**src/rtl/ate_tile_scheduler.sv**
```systemverilog
// Tile-order frame scanner: walks a raster frame in 8x8 tiles, reads frame memory and streams pixels with tile sideband.
// Optional build macro ATE_SCHED_SKIP_EDGE_EN drops the first and last tile columns from the scan.
module ate_tile_scheduler #(
  parameter int TILES_X = 6,
  parameter int TILES_Y = 4,
  parameter int ADDR_W  = 11
) (
  input  logic              clk,
  input  logic              reset,
  input  logic              start,
  output logic              busy,
  output logic              done,
  output logic              mem_rd,
  output logic [ADDR_W-1:0] mem_addr,
  input  logic [7:0]        mem_rdata,
  output logic              pix_valid,
  input  logic              pix_ready,
  output logic [7:0]        pix_data,
  output logic              tile_first,
  output logic              tile_last,
  output logic              tile_edge,
  output logic [7:0]        tile_idx
);

  typedef enum logic [1:0] {S_IDLE, S_RUN, S_DRAIN, S_DONE} state_t;

  typedef struct packed {
    logic       first;
    logic       last;
    logic       edg;
    logic [7:0] idx;
  } sb_t;

  typedef struct packed {
    logic [7:0] data;
    sb_t        sb;
  } ent_t;

`ifdef ATE_SCHED_SKIP_EDGE_EN
  localparam int TX_LO = 1;
  localparam int TX_HI = TILES_X - 2;
`else
  localparam int TX_LO = 0;
  localparam int TX_HI = TILES_X - 1;
`endif

  state_t     r_state;
  logic [2:0] r_px;
  logic [2:0] r_py;
  logic [7:0] r_tx;
  logic [7:0] r_ty;

  logic       r_vld_p1;
  sb_t        r_sb_p1;

  ent_t       r_fifo [2];
  logic       r_wp;
  logic       r_rp;
  logic [1:0] r_cnt;

  logic       w_pop;
  logic       w_final;
  logic [2:0] w_used;
  sb_t        w_sb;
  ent_t       w_head;

  // Credits: buffered + in-flight, minus the entry leaving this cycle, must stay below 2.
  assign w_pop   = (r_cnt != 2'd0) && pix_ready;
  assign w_used  = 3'(r_cnt) + 3'(r_vld_p1) - 3'(w_pop);
  assign mem_rd  = (r_state == S_RUN) && (w_used < 3'd2);
  assign mem_addr = (r_state == S_RUN)
                  ? ADDR_W'(((32'(r_ty) << 3) + 32'(r_py)) * 32'(TILES_X * 8)
                            + (32'(r_tx) << 3) + 32'(r_px))
                  : '0;

  assign w_final = (r_px == 3'd7) && (r_py == 3'd7) &&
                   (r_tx == 8'(TX_HI)) && (r_ty == 8'(TILES_Y - 1));

  always_comb begin
    w_sb       = '0;
    w_sb.first = (r_px == 3'd0) && (r_py == 3'd0);
    w_sb.last  = (r_px == 3'd7) && (r_py == 3'd7);
`ifdef ATE_SCHED_SKIP_EDGE_EN
    w_sb.edg   = 1'b0;
`else
    w_sb.edg   = (r_tx == 8'd0) || (r_tx == 8'(TILES_X - 1));
`endif
    w_sb.idx   = 8'(32'(r_ty) * 32'(TILES_X) + 32'(r_tx));
  end

  always_ff @(posedge clk) begin
    if (reset) begin
      r_state <= S_IDLE;
      busy    <= 1'b0;
      done    <= 1'b0;
      r_px    <= 3'd0;
      r_py    <= 3'd0;
      r_tx    <= 8'(TX_LO);
      r_ty    <= 8'd0;
    end else begin
      case (r_state)
        S_IDLE: begin
          done <= 1'b0;
          r_px <= 3'd0;
          r_py <= 3'd0;
          r_tx <= 8'(TX_LO);
          r_ty <= 8'd0;
          if (start) begin
            r_state <= S_RUN;
            busy    <= 1'b1;
          end
        end
        S_RUN: begin
          if (mem_rd) begin
            if (w_final) begin
              r_state <= S_DRAIN;
            end
            r_px <= r_px + 3'd1;
            if (r_px == 3'd7) begin
              r_py <= r_py + 3'd1;
              if (r_py == 3'd7) begin
                if (r_tx == 8'(TX_HI)) begin
                  r_tx <= 8'(TX_LO);
                  r_ty <= r_ty + 8'd1;
                end else begin
                  r_tx <= r_tx + 8'd1;
                end
              end
            end
          end
        end
        S_DRAIN: begin
          if ((r_cnt == 2'd0) && !r_vld_p1) begin
            r_state <= S_DONE;
            busy    <= 1'b0;
            done    <= 1'b1;
          end
        end
        default: begin
          r_state <= S_IDLE;
          done    <= 1'b0;
        end
      endcase
    end
  end

  // Stage p1: read data returns; it is pushed with the sideband captured at issue.
  always_ff @(posedge clk) begin
    if (reset) begin
      r_vld_p1 <= 1'b0;
      r_wp     <= 1'b0;
      r_rp     <= 1'b0;
      r_cnt    <= 2'd0;
    end else begin
      r_vld_p1 <= mem_rd;
      if (r_vld_p1) r_wp <= ~r_wp;
      if (w_pop)    r_rp <= ~r_rp;
      r_cnt <= r_cnt + 2'(r_vld_p1) - 2'(w_pop);
    end
  end

  always_ff @(posedge clk) begin
    if (mem_rd)   r_sb_p1      <= w_sb;
    if (r_vld_p1) r_fifo[r_wp] <= '{data: mem_rdata, sb: r_sb_p1};
  end

  // Output stage: FIFO head, forced to zero when empty so reset/idle values are clean.
  assign w_head     = r_fifo[r_rp];
  assign pix_valid  = (r_cnt != 2'd0);
  assign pix_data   = pix_valid ? w_head.data   : 8'd0;
  assign tile_first = pix_valid & w_head.sb.first;
  assign tile_last  = pix_valid & w_head.sb.last;
  assign tile_edge  = pix_valid & w_head.sb.edg;
  assign tile_idx   = pix_valid ? w_head.sb.idx : 8'd0;

endmodule
```
**config.mk**
```make
export PLATFORM = sky130hd
export DESIGN_NAME = ate_tile_scheduler
export DESIGN_NICKNAME = d
export VERILOG_FILES = /design/src/rtl/ate_tile_scheduler.sv
export SDC_FILE = /design/constraint.sdc
export NUM_CORES = 1
export LEC_CHECK = 0
export ABC_CLOCK_PERIOD_IN_PS = 4960
export BUFFER_PORTS_ARGS = -buffer_cell sky130_fd_sc_hd__buf_2
export CORE_UTILIZATION = 41
export DETAILED_ROUTE_END_ITERATION = 10
export PLACE_DENSITY = 0.64
export SETUP_SLACK_MARGIN = 0.02
export SKIP_LAST_GASP = 1
export SLEW_MARGIN = 20
export SYNTH_ARGS = -nofsm -noshare
export SYNTH_HDL_FRONTEND = slang
export SYNTH_SLANG_ARGS = --single-unit
```
**constraint.sdc**
```tcl
create_clock -name clk -period 4.96 [get_ports clk]
set_input_delay 0.744 -clock clk [delete_from_list [all_inputs] [get_ports clk]]
set_output_delay 0.744 -clock clk [all_outputs]
set_load 0.02 [all_outputs]
```
; ---- Word level (Yosys, flattened, before mapping)
; Memory sizes are Yosys's and may differ from the RTL's. A register that Yosys moved wholly into a read port is not among the register bits.
; Cells that the tools add are included.
[classes]
add_sub_neg = 12
multipliers = 2
magnitude_cmp = 1
n_eq_ne = 13
mux = 32
bitwise = 6
n_reduce_logical = 24
[op_table]
columns = op, n
row1 = 8-bit 2-to-1 mux, 10
row2 = 8-bit case mux with 2 select lines, 2
row3 = 8-bit by 1-bit adder with 8-bit output (second input constant), 2
row4 = 11-bit by 3-bit adder with 12-bit output, 1
row5 = 12-bit by 2-bit multiplier with 7-bit output (second input constant), 1
row6 = 3-bit case mux with 2 select lines, 2
row7 = 11-bit adder, 1
row8 = 11-bit by 3-bit adder with 11-bit output, 1
row9 = 11-bit 2-to-1 mux, 1
row10 = 3-bit 2-to-1 mux, 3
row11 = 8-bit adder, 1
row12 = 8-bit by 2-bit equality test with 1-bit output (second input constant), 1
row13 = 8-bit by 3-bit equality test with 1-bit output (second input constant), 1
row14 = 8-bit logical NOT, 1
row15 = 8-bit by 2-bit multiplier with 7-bit output (second input constant), 1
row16 = 2-bit 2-to-1 mux, 4
row17 = 2-bit inequality test (second input constant), 4
row18 = 4-bit AND reduction, 2
row19 = 1-bit logical AND, 7
row20 = 1-bit 2-to-1 mux, 7
row21 = 3-bit by 1-bit adder with 3-bit output (second input constant), 2
row22 = 3-bit equality test (second input constant), 2
row23 = 3-bit logical NOT, 2
row24 = 2-bit by 1-bit inequality test with 1-bit output (second input constant), 3
row25 = 18 further kinds, 28
[totals]
register_bits = 42
ramBits = 38
inputBits = 12
out_inout_bits = 34
n_memories = 1
[mem_list]
columns = name, words, word_bits, rd, rd_ports_with_merged_regs, write_ports, line
row1 = r_fifo, 2, 19, 1, 1, 1, 56  ; ent_t r_fifo [2];

; ---- Longest topological paths before layout
; Gate-level depths: netlist of the first run.
[logic_depth]
depth_word = 7
mapped_depth = 13
depth_no_buf = 13

; ---- Worst setup path after synthesis of the first run
; OpenSTA, ideal clock, no wires.
[synth_path]
path_kind = input port to output port
start = input pix_ready
end = output mem_rd
t_arrival_ns = 2.633
required_ns = 4.216
slack_ns = 1.583
path_stages = 9
n_path_buf = 0
cell_sequence = nor2b_1 > ha_1 > inv_1 > ha_1 > fa_1 > xnor2_1 > nor2_1 > nand2_1 > clkinv_1
[synth_between]
elab_chain_len = 4
[synth_rtl]
columns = item, line
row1 = start: declaration, 17  ; input logic pix_ready,
row2 = 1-bit logical AND, 68  ; assign w_pop = (r_cnt != 2'd0) && pix_ready;
row3 = 3-bit by 1-bit subtractor with 3-bit output, 69  ; assign w_used = 3'(r_cnt) + 3'(r_vld_p1) - 3'(w_pop);
row4 = 3-bit by 2-bit < comparator with 1-bit output, 70  ; assign mem_rd = (r_state == S_RUN) && (w_used < 3'd2);
row5 = 1-bit logical AND, 70
row6 = end: declaration, 13  ; output logic mem_rd,
; Every way passes these cells.

; ---- Final worst setup path of the first run
[layout_path]
start = register r_py[1]
end = output mem_addr[10]
[layout_between]
elab_chain_len = 5
[layout_rtl]
columns = item, line
row1 = start: declaration, 49  ; logic [2:0] r_py;
row2 = start signal: assignment, 120  ; r_py <= r_py + 3'd1;
row3 = 11-bit by 3-bit adder with 12-bit output, 72  ; ? ADDR_W'(((32'(r_ty) << 3) + 32'(r_py)) * 32'(TILES_X * 8)
row4 = 12-bit by 2-bit multiplier with 7-bit output, 72
row5 = 11-bit adder, 73  ; + (32'(r_tx) << 3) + 32'(r_px))
row6 = 11-bit by 3-bit adder with 11-bit output, 73
row7 = 11-bit 2-to-1 mux, 72
row8 = end: declaration, 14  ; output logic [ADDR_W-1:0] mem_addr,
; Every way passes these cells.

==> impl_results.md, run 1 <==
- Die area: 10920 sq um
- Cts hold-fix bufs: 0
- Post-placement cell area: 4667 sq um
- Worst EP arrival: 2870 ps
- Final Non-Filler Cells: 590
- Ratio of cells with drive above 1 in the final layout: 0.1498
- Cells after DPL: 574
- Root buf cell: clkbuf_8
- Max IR drop VDD: 0.0001662 V
- CP max stage cell: fa_1
- Commonest cells after routing, fill and taps aside: 49 x edfxtp_1, 45 x buf_2, 40 x nor2_1
- EDFF count, synth: 49
- Net Count, Synth: 457
- Kind of critical path: flip-flop to output pin
- Post-synthesis register bit count: 81
- Max cap viols: 0
- Ant. Diodes: 0
- R2R cell count: 10
- Synth unique cells: 44
- # rows: 37
- Vias in the first global route: 2880
- Final period util: 0.7283
- DPL Wire Length: 5.716 mm
- Ys flop type: edfxtp_1
- Worst skew pair latency: 350 ps
- Total congestion overflow: 0
- Max-slew violations: 0
- Final setup violation count: 0
- Hold WC Path Type: flip-flop to flip-flop
- DRT iter0 DRCs: 117
- Sequential share of the synthesized area: 0.4904
- Hold Vio Cnt, Final: 0
- Startpoint Class: flip-flop
- Clock skew: 8.820 ps
- Critical path cell sequence: ha_1 > fa_1 > ha_1 > nor2b_1 > o31ai_1 > a21oi_1 > xnor2_1 > and2_1 > buf_2
- Die height: 104.5 um
- Min cycle time layout: 3612 ps
- Reg2reg start: r_ty[0]
- # DRC: 0
- Gr usage total: 0.1567
- IO Port Bufs: 45
- WP data required: 4220 ps
- HP Start: r_sb_p1[0]
- Hold endpoint: r_fifo[0][0]
- Area Growth Syn to Fin: 12.75%
- Reg-to-Reg End: r_sb_p1[7]
- PD cells: 406.7 nW/um^2
- CP max stage delay: 440 ps
- Result of the run: finished clean
- DR vias: 2937
- Syn Area/Cell: 10.69 sq um
- Final core occ: 0.4746
- Setup TNS Final: 0 ps
- Die Width: 104.5 um
- Worst Path Buf+Inv: 1
- Core area: 10230 sq um
- Min Hold Slack: 447.2 ps
- Final WL: 8.007 mm
- Setup bufs post-CTS: 0
- Actual slew at the worst max-slew pin: 882.5 ps
- Fmax: 0.2768 GHz
- CTS Buf Count: 9
- Initial antenna violation count: 0
- Post-Syn Instances: 403
- I/O pin count: 46
- Hold depth: 0
- WL/cell: 13.57 um
- Clock transition at path regs: 80 ps
- Largest net degree at the start of global routing: 28
- Yosys Warn Count: 0
- DRT antenna net count: 0
- Cell Area, Synth: 4307 sq um
- Final Cell Area: 4856 sq um
- GPL Wtd Cong: 0.8100
- Asr flop ratio synth: 0
- Leakage: 1.960 nW
- Worst-path maximum fanout: 5
- Slew margin rel.: 0.4117
- Via density per instance: 4.978
- CTS resizes: 0
- Nets@finish: 503
- Starting Density: 0.4209
- TritonRoute pass-1 iters: 4
- CP endpoint kind: output pin
- Sink Count: 81
- R2r setup slk: 1820 ps
- RSZ-0062 raised after global routing: no
- First-pass GRT wire length: 13.54 mm
- Most common cell after layout, fill and taps aside: edfxtp_1
- Max clock buf depth: 2
- Number of H-tree levels: 3
- Most used cell, CP: ha_1
- Critical path's top delay family: adder cells
- CTS tree: yes
-- synthesized netlist by cell type (all sizes together), types with 11 or more instances --
library cell	count	area, sq um
a21oi	31	155.2
clkbuf	11	41.29
dfxtp	32	640.6
edfxtp	49	1471
ha	37	462.9
inv	30	112.6
mux2i	20	200.2
nand2	15	56.30
nand3	15	75.07
nor2	40	150.1
nor3	11	55.05
o21ai	14	70.07
xnor2	16	140.1
-- state kept, by name, indices dropped and copies added (netlist names), named ones only --
register and count:
done 1, r_fifo 38, r_tx 8, r_rp 1, r_state 2, r_ty 8
busy 1, r_px 3, r_wp 1, r_py 3, r_vld_p1 1, r_sb_p1 11
r_cnt 2
-- stage by stage --
step           worst slack (ps)  total power [mW]
6_report                   1348             1.975
3_3_place_gp               1399             1.516
4_1_cts                    1331             1.997
5_1_grt                    1132             2.091
2_1_floorplan              1583             1.360
3_5_place_dp               1380             1.533
-- power breakdown --
group / internal [mW] / switching [mW] / total [mW]
Clock: 0.230 / 0.232 / 0.462
Sequential: 0.830 / 0.0641 / 0.894
Combinational: 0.211 / 0.408 / 0.619
-- worst register-to-register path, stage by stage (launching register included) --
cell      delay [ps]
dfxtp_1          530
ha_1             330
inv_1            120
fa_1             500
inv_1             40
ha_1             310
nor2b_1          160
nor3_1           210
o21bai_1         120
a21oi_1          160
xnor3_1          420
-- cells by family after synthesis --
kind of cell / share of synthesized area
AND/OR/NAND/NOR: 0.1543
flip-flops: 0.4904
AO/OA/AOI/OAI: 0.08571
buffers and inverters: 0.04038
adder cells (fa/ha/maj): 0.1307
XOR/XNOR: 0.05200
multiplexers: 0.04648
-- worst max-delay path by stage --
stage | startpoint | to | slack (ps) | depth (start not counted)
floorplan | pix_ready | mem_rd | 1580 | 9
global placement | pix_ready | mem_rd | 1400 | 12
detailed placement | pix_ready | mem_rd | 1380 | 12
CTS | r_py[1] | mem_addr[10] | 1330 | 9
global route | r_py[1] | mem_addr[9] | 1130 | 10
finish | r_py[1] | mem_addr[10] | 1350 | 9
-- layer usage --
layer,part of all wire,global-route usage
met1,0.48,0.1957
met2,0.48,0.2668
met3,0.033,0.02318
met4,0.010,0.07143
met5,0,0
-- layout make-up --
type                    instances  area, sq um
fillers                       957         5375
flip-flops and latches         81         2113
multi-input cells             278         2021
repair buffers                 48        247.7
well taps                     136        170.2
clock buffers                  10        127.6
inverters                      31        116.4
clock inverters                 6        60.06
Power figures use the tool's default switching activity.
==> run 2: changes to the inputs <==
--- a/config.mk
+++ b/config.mk
@@ -5,7 +5,7 @@
 export SDC_FILE = /design/constraint.sdc
 export NUM_CORES = 1
 export LEC_CHECK = 0
-export ABC_CLOCK_PERIOD_IN_PS = 4960
+export ABC_CLOCK_PERIOD_IN_PS = 3780
 export BUFFER_PORTS_ARGS = -buffer_cell sky130_fd_sc_hd__buf_2
 export CORE_UTILIZATION = 41
 export DETAILED_ROUTE_END_ITERATION = 10
==> constraint.sdc (replaced) <==
create_clock -name clk -period 3.78 [get_ports clk]
set_input_delay 0.567 -clock clk [delete_from_list [all_inputs] [get_ports clk]]
set_output_delay 0.567 -clock clk [all_outputs]
set_load 0.02 [all_outputs]
==> run 2 against run 1 <==
Compared with the run above: wire length down 0.55%; sequential share of layout area decreased by 0.49 points; register-to-register slack got worse by 1200 ps; first-iteration DRC count increased by 15%; sequential power is 31% higher; via count up 1.4%; power rose by 39%; global-route usage about the same; cell area grew 1.1%; die area unchanged; clock skew is 1.6 ps lower; clock-buffer cell count stayed put; largest power group unchanged.
==> impl_results.md, run 2 (synthesized netlist as in run 1, its figures left out) <==
- Result of the run: finished clean
- Fillers: 958 (+0.10%)
- Largest net degree at the start of global routing: 28 (unchanged)
- Kind of critical path: flip-flop to output pin
- Multi-input gate area: 2021 sq um (unchanged)
- Final setup violation count: 0 (unchanged)
- WP data required: 3210 ps (-1010 ps)
- Most common cell after layout, fill and taps aside: edfxtp_1
- Max FFs per register: 38 (unchanged)
- CTS Buf Count: 9 (unchanged)
- Final core occ: 0.4800 (+0.005381)
- Cts hold-fix bufs: 0 (unchanged)
- Worst-path maximum fanout: 6 (+1)
- # rows: 37 (unchanged)
- IO Port Bufs: 45 (unchanged)
- PD cells: 557.5 nW/um^2 (+37%)
- Total congestion overflow: 0 (unchanged)
- Final period util: 0.9154
- CTS resizes: 0 (unchanged)
- Min cycle time layout: 3460 ps
- GPL Wtd Cong: 0.8453 (+4.4%)
- DRT iter0 DRCs: 135 (+15%)
- Commonest cells after routing, fill and taps aside: 49 x edfxtp_1, 45 x buf_2, 40 x nor2_1
- Ant. Diodes: 0 (unchanged)
- Number of H-tree levels: 3 (unchanged)
- Cells after DPL: 574 (unchanged)
- First-pass GRT wire length: 13.48 mm (-0.41%)
- Max cap viols: 0 (unchanged)
- Ratio of cells with drive above 1 in the final layout: 0.1520 (+0.002203)
- Clock skew: 7.267 ps (-1.553 ps)
- DPL Wire Length: 5.911 mm (+3.4%)
- Worst EP arrival: 2890 ps (+20 ps)
- Die area: 10920 sq um (unchanged)
- Leakage: 1.984 nW (+1.2%)
- Root buf cell: clkbuf_8
- Via density per instance: 5.047 (+1.4%)
- Biggest register: r_fifo
- # DRC: 0 (unchanged)
- Sink Count: 81 (unchanged)
- CTS tree: yes
- RSZ-0062 raised after global routing: no
- DRT antenna net count: 0 (unchanged)
- WL/cell: 13.50 um (-0.55%)
- Area Growth Syn to Fin: 14.03%
- Vias in the first global route: 2939 (+2.0%)
- Die height: 104.5 um (unchanged)
- Overall Power: 2.738 mW (+39%)
- Startpoint Class: flip-flop
- Final Non-Filler Cells: 590 (unchanged)
- Hold Vio Cnt, Final: 0 (unchanged)
- DR vias: 2978 (+1.4%)
- Actual slew at the worst max-slew pin: 879.8 ps (-2.678 ps)
- I/O pin count: 46 (unchanged)
- Nets@finish: 503 (unchanged)
- Setup bufs post-CTS: 0 (unchanged)
- CP endpoint kind: output pin
- Max clock buf depth: 2 (unchanged)
- Die Width: 104.5 um (unchanged)
- Top flop regs: r_fifo (38), r_sb_p1 (11)
- Reg area: 2113 sq um (unchanged)
- TritonRoute pass-1 iters: 4 (unchanged)
- Fmax: 0.2890 GHz
- Clock transition at path regs: 80 ps (about the same)
- Core area: 10230 sq um (unchanged)
- Gr usage total: 0.1564 (-0.0002920)
- Setup TNS Final: 0 ps (unchanged)
- Hold WC Path Type: primary input to flip-flop
- Slew margin rel.: 0.4135 (+0.001785)
- Starting Density: 0.4209 (unchanged)
- Worst skew pair latency: 350 ps (about the same)
- Min Hold Slack: 413.1 ps (-34.01 ps)
- Max-slew violations: 0 (unchanged)
- Max IR drop VDD: 0.0002553 V (+54%)
- Final WL: 7.963 mm (-0.55%)
- Initial antenna violation count: 0 (unchanged)
-- run 2: worst paths after layout --
kind                     start       endpoint  cells past startpoint  slack (ps)
setup / recovery       r_py[1]    mem_addr[9]                     10         320
hold / removal    mem_rdata[0]  r_fifo[1][11]                      1         410
setup reg to reg       r_ty[0]     r_sb_p1[7]                     10         670
hold reg to reg     r_sb_p1[5]   r_fifo[1][5]                      0         450
-- run 2: per-stage QoR --
stage,setup slack [ps],area [sq um]
6_report,319.9,4911
2_1_floorplan,582.9,4307
3_3_place_gp,610.0,4667
4_1_cts,291.1,4910
5_1_grt,123.3,4911
3_5_place_dp,534.3,4667
-- run 2: layout make-up --
type,count,share of cell area
Tap cell,136,0.03465
Inverter,31,0.02369
Multi-Input combinational cell,278,0.4115
Sequential cell,81,0.4303
Clock buffer,10,0.02599
Clock inverter,6,0.02344
Timing Repair Buffer,48,0.05045
-- run 2: report_power, final --
part / leakage, nW / switching, mW / internal [mW] / total (mW)
sequential: 0.701 / 0.0840 / 1.09 / 1.17
clock: 0.117 / 0.308 / 0.442 / 0.751
combinational: 1.17 / 0.536 / 0.278 / 0.814
total: 1.98 / 0.928 / 1.81 / 2.74
-- run 2: per-layer routing --
layer	vias up	routed length (um)	share of wire	GRT usage
li1	1511	-	-	-
met1	1392	3699	0.46	0.1867
met2	65	3756	0.47	0.2644
met3	10	382	0.048	0.04574
met4	0	124	0.016	0.06020
met5	-	0	0	0
-- run 2: critical path, stage by stage (launching register included) --
cell      delay [ps]
dfxtp_1          370
ha_1             250
fa_1             410
a21oi_1          150
o21ai_0          110
xor2_1           160
ha_1             360
nor4bb_1         270
o21ai_0          130
o311ai_0         110
buf_2            230
